<file path="config.mk">
export PLATFORM = sky130hd
export DESIGN_NAME = muldiv_unit
export DESIGN_NICKNAME = d
export VERILOG_FILES = /design/src/rtl/muldiv_unit.sv
export SDC_FILE = /design/constraint.sdc
export NUM_CORES = 1
export LEC_CHECK = 0
export ABC_AREA = 1
export CAP_MARGIN = 5
export CORE_MARGIN = 2
export CORE_UTILIZATION = 23
export CTS_CLUSTER_SIZE = 10
export DETAILED_ROUTE_END_ITERATION = 16
export GPL_ROUTABILITY_DRIVEN = 0
export SLEW_MARGIN = 15
export SYNTH_ARGS = -nofsm -noshare
export SYNTH_HDL_FRONTEND = slang
export SYNTH_SLANG_ARGS = --single-unit
export TNS_END_PERCENT = 100
</file>
<file path="constraint.sdc">
create_clock -name clk -period 4.95 [get_ports clk]
set_clock_uncertainty 0.15 [all_clocks]
set_input_delay 0.495 -clock clk [delete_from_list [all_inputs] [get_ports clk]]
set_output_delay 0.495 -clock clk [all_outputs]
set_load 0.02 [all_outputs]
</file>
<file path="src/rtl/muldiv_unit.sv">
// muldiv_unit: multi-cycle unsigned MUL/MULH/DIV/REM unit writing back to the register file.
// Define MULDIV_DIV_EN to build the restoring divider; otherwise DIVU/REMU write 0 after one cycle.
module muldiv_unit #(
    parameter int DATA_WIDTH = 32,
    parameter int ADDR_WIDTH = 5
) (
    input  logic                  clk,
    input  logic                  rst,
    input  logic                  in_valid,
    output logic                  in_ready,
    input  logic [1:0]            op,
    input  logic [DATA_WIDTH-1:0] src_a,
    input  logic [DATA_WIDTH-1:0] src_b,
    input  logic [ADDR_WIDTH-1:0] dst,
    output logic                  busy,
    output logic                  wen,
    output logic [ADDR_WIDTH-1:0] waddr,
    output logic [DATA_WIDTH-1:0] wdata
);
    localparam int W  = DATA_WIDTH;
    localparam int CW = (W > 1) ? $clog2(W) : 1;
    localparam logic [CW-1:0] LAST = CW'(W - 1);

    typedef enum logic [1:0] {IDLE, BUSY, WB} state_t;

    state_t                state;
    state_t                state_nxt;
    logic [1:0]            op_q;
    logic [W-1:0]          b_q;
    logic [ADDR_WIDTH-1:0] dst_q;
    logic [CW-1:0]         cnt;
    logic [2*W-1:0]        acc;
    logic [2*W-1:0]        acc_nxt;
    logic [W:0]            mul_sum;
    logic [W-1:0]          res;
    logic                  accept;
    logic                  last;

    assign accept = in_valid && (state == IDLE);
    assign last   = (cnt == LAST);

    // acc holds {high, low}: product halves for multiply, {remainder, quotient} for divide
    assign mul_sum = {1'b0, acc[2*W-1:W]} + (acc[0] ? {1'b0, b_q} : '0);

`ifdef MULDIV_DIV_EN
    logic [W:0] div_diff;
    assign div_diff = acc[2*W-1:W-1] - {1'b0, b_q};
`endif

    always_comb begin
        acc_nxt = {mul_sum, acc[W-1:1]};
`ifdef MULDIV_DIV_EN
        if (op_q[1]) begin
            if (div_diff[W])
                acc_nxt = {acc[2*W-2:0], 1'b0};
            else
                acc_nxt = {div_diff[W-1:0], acc[W-2:0], 1'b1};
        end
`endif
    end

    always_comb begin
        res = op_q[0] ? acc_nxt[2*W-1:W] : acc_nxt[W-1:0];
`ifndef MULDIV_DIV_EN
        if (op_q[1])
            res = '0;
`endif
    end

    always_ff @(posedge clk or posedge rst) begin
        if (rst)
            state <= IDLE;
        else
            state <= state_nxt;
    end

    always_comb begin
        state_nxt = state;
        unique case (state)
            IDLE: begin
                if (accept) begin
                    state_nxt = BUSY;
`ifndef MULDIV_DIV_EN
                    if (op[1])
                        state_nxt = WB;
`endif
                end
            end
            BUSY: begin
                if (last)
                    state_nxt = WB;
            end
            WB:      state_nxt = IDLE;
            default: state_nxt = IDLE;
        endcase
    end

    always_comb begin
        in_ready = (state == IDLE);
        busy     = (state != IDLE);
        wen      = (state == WB) && (dst_q != '0);
    end

    always_ff @(posedge clk or posedge rst) begin
        if (rst) begin
            op_q  <= '0;
            b_q   <= '0;
            dst_q <= '0;
            cnt   <= '0;
            acc   <= '0;
            waddr <= '0;
            wdata <= '0;
        end else begin
            unique case (state)
                IDLE: begin
                    if (accept) begin
                        op_q  <= op;
                        b_q   <= src_b;
                        dst_q <= dst;
                        cnt   <= '0;
                        acc   <= {{W{1'b0}}, src_a};
`ifndef MULDIV_DIV_EN
                        if (op[1]) begin
                            waddr <= dst;
                            wdata <= '0;
                        end
`endif
                    end
                end
                BUSY: begin
                    acc <= acc_nxt;
                    cnt <= cnt + 1'b1;
                    if (last) begin
                        waddr <= dst_q;
                        wdata <= res;
                    end
                end
                default: ;
            endcase
        end
    end

endmodule

</file>
==> impl_metrics.toml <==
[setup_path]
crit_buf_inv = 2
slowest_stage = "nor2_4"
crit_arrival_ps = 3250
cp_slowest_stage_delay_ps = 640
cp.required_ps = 5170
end_kind = "flip-flop"
critPathMaxFanout = 33
crit_type = "flip-flop to flip-flop"
crit_chain = "nor2_4, buf_4, nor2_4, nor3_4, nand2_2, inv_2, o211ai_1, nand2_1"
r2r_setup_slack_ps = 1920
cp-start-kind = "flip-flop"
crit_family = "simple AND/OR/NAND/NOR gates"
crit_top_cell = "nor2_4"

[cts]
cts_tree = "done"
cts_resized = 0
clk_pin_slew_ps = 70
htreeDepth = 4
cts_setup_buffers = 0
max-clock-path-buffers = 2
ctsHoldBuffers = 0
ctsRootBufferMaster = "clkbuf_16"
clkLatencyLatePin_ps = 440
cts_buffers = 17
clkSinkCount = 147

[cells_and_area]
num_antenna_cells = 0
stdcell_area_sq_mm = 0.01117
layout-drive-gt1-share_pct = 4.412
nNetsFinal = 1524
area_delta_synth_final_pct = 24.54
fin_util_pct = 28.97

[place]
dpl.hpwl_um = 20440
numPortBuffers = 113
pre_cts_slack_ps = 1913
placed_cell_area_sq_mm = 0.01061

[timing]
period_needed_ps = 3027
setup_viol_count_final = 0
final.setup.tns_ps = 0
timing_hold_violations_final = 0
fin_crit_sh_pct = 61.16
worst_pin_slew_ps = 858.9
final.setup.worst_slack_ps = 1923
rsz0062_at_grt = "no"
max_freq_ghz = 0.3303
slew_headroom_pct = 42.68
final_max_slew_viol_count = 0

[power]
p_clk_share_pct = 18.5
power_frac_seq_pct = 30.7
ir_worst_vdd_mv = 0.2582
combinationalPowerShare_pct = 50.8
p_switching_mw = 3.116
internal_power_mw = 3.542
sw_frac_of_total_pct = 46.81
p_leak_nw = 6.011
power_density_mw_per_mm2 = 596.1

[drt]
vias_per_cell = 4.282
drt_first_pass_iters = 5
vias = 8332
drt_iter0_drc = 614
drc = 0
antenna_violating_nets_post_route = 0
wl_per_cell_um = 13.82
drt-total-wl_um = 26900

[synth]
synthArstFlopShare_pct = 100.0
synth_seq_cells = 147
ys_seq_area_share_pct = 41.02
synth_cells = 1322
synthFlopType = "dfrtp_1"
synth_warnings = 0
synth_cell_type_count = 35
syn-cell-area_sq_mm = 0.008969
synth-edff-count = 0
synth.avg_cell_area_sq_um = 6.784
synth_nets = 1431

[floorplanning]
core_area_sq_mm = 0.03856
rows = 72
initial_utilization_pct = 23.26
chipHeight_um = 201.5
fp.dieW_um = 201.5
ioPinCount = 114
die-area_sq_mm = 0.04059

[global_routing]
gr-usage-all-layers_pct = 13.61
grt_pass1_vias = 8270
grt_pass1_wl_um = 44140
antenna_found_initial = 0
grt_max_degree = 90
grt-ovfl-total = 0

[outcome]
status = "finished clean"

[flow_run]
maxCapViolations = 0

[hold_path]
hold_class = "flip-flop to flip-flop"
[state kept, by name (all words and copies together) (netlist names)]
signal	count
cnt	5
state	2
b_q	32
dst_q	5
acc	64
wdata	32
op_q	2
waddr	5
[logic make-up (layout without fill, tap and decap cells)]
kind of cell / after synthesis / count (layout) / synth area share [%]
and+or+nand+nor: 715 / 715 / 31.17
buffers and inverters: 249 / 355 / 10.85
AOI/OAI and AO/OA: 161 / 161 / 10.53
DFF: 147 / 147 / 41.02
adders and majority gates: 35 / 35 / 4.967
xor gates and xnor gates: 15 / 15 / 1.465
[cell type report]
type,instances,area (sq um)
sequential,147,3679
clock buffer,18,439.2
multi-input combinational,926,4327
clock inverter,14,120.1
timing repair buffer,121,1191
fill,4291,27390
inverter,202,765.7
tap,518,648.1
[power groups by stage]
| stage | logic, mW | clock network, mW | registers [mW] |
|---|---|---|---|
| after floorplan | 2.23 | 0 | 2.09 |
| after global placement | 3.34 | 0 | 2.06 |
| after detailed placement | 3.39 | 0 | 2.06 |
| after CTS | 3.41 | 1.26 | 2.05 |
| after global routing | 3.83 | 1.31 | 2.11 |
| final | 3.38 | 1.23 | 2.04 |
[cells in the mapped netlist, types with 10 or more instances]
cell      count  share of area, %
a21oi_1      40               2.2
a21oi_2      10              0.98
a22oi_1      21               1.8
buf_2        14              0.78
clkbuf_1     28               1.2
dfrtp_1     147                41
ha_1         34               4.7
inv_1       196               8.2
nand2_1     588                25
nand3_1      49               2.7
nor2_1       62               2.6
o21ai_0      66               3.7
xnor2_1      13               1.3
[worst register-to-register path, delay by kind of cell (launching register included)]
kind	cells	cell delay, ps
AOI/OAI and AO/OA	1	120
buffers and inverters	2	750
DFF	1	420
and+or+nand+nor	5	1510
[final timing paths]
kind | startpoint | to | depth (start not counted)
hold reg to reg | b_q[17] | b_q[17] | 2
max in group asynchronous | rst | b_q[28] | 3
min in group asynchronous | rst | waddr[4] | 2
setup reg to reg | state[1] | wdata[8] | 8
hold / removal | b_q[17] | b_q[17] | 2
setup / recovery | state[1] | wdata[8] | 8
[per-stage QoR]
| step | std cells | power [mW] | hold slack, ps |
|---|---|---|---|
| floorplan | 1322 | 4.324 | 291.7 |
| global placement | 1914 | 5.399 | 307.0 |
| detailed placement | 1914 | 5.451 | 309.5 |
| CTS | 1946 | 6.716 | 325.2 |
| global route | 1946 | 7.251 | 351.0 |
| finish | 1946 | 6.658 | 323.4 |
[cells in the final DEF (no fill, tap or decap), types with 2 or more instances in the layout]
| cell | instances |
|---|---|
| dfrtp_1 | 147 |
| a21o_1 | 2 |
| clkbuf_16 | 17 |
| a22oi_1 | 21 |
| o21ai_0 | 66 |
| nor2_1 | 62 |
| xnor2_1 | 13 |
| inv_6 | 5 |
| clkinv_4 | 4 |
| o211ai_1 | 8 |
| o21ai_1 | 5 |
| ha_1 | 34 |
| a21oi_1 | 40 |
| nor2_4 | 3 |
| a21oi_2 | 10 |
| o22ai_1 | 3 |
| inv_8 | 2 |
| inv_2 | 5 |
| buf_4 | 8 |
| nand4_1 | 3 |
| nand2_1 | 588 |
| nor3_1 | 4 |
| inv_1 | 195 |
| a22o_1 | 3 |
| nand3_1 | 49 |
| clkinvlp_4 | 3 |
| xor2_1 | 2 |
| and2_1 | 3 |
| clkdlybuf4s50_1 | 113 |
| o21bai_1 | 2 |
[routing by layer]
layer	routed length, um	vias up	share of wire [%]	global-route usage (%)
met1	13000	3841	48	18.71
met4	391	0	1.5	3.650
met3	1340	26	5.0	2.705
met2	12170	224	45	21.75
met5	0	-	0	0
li1	-	4241	-	-
(Power assumes the default switching activity.)
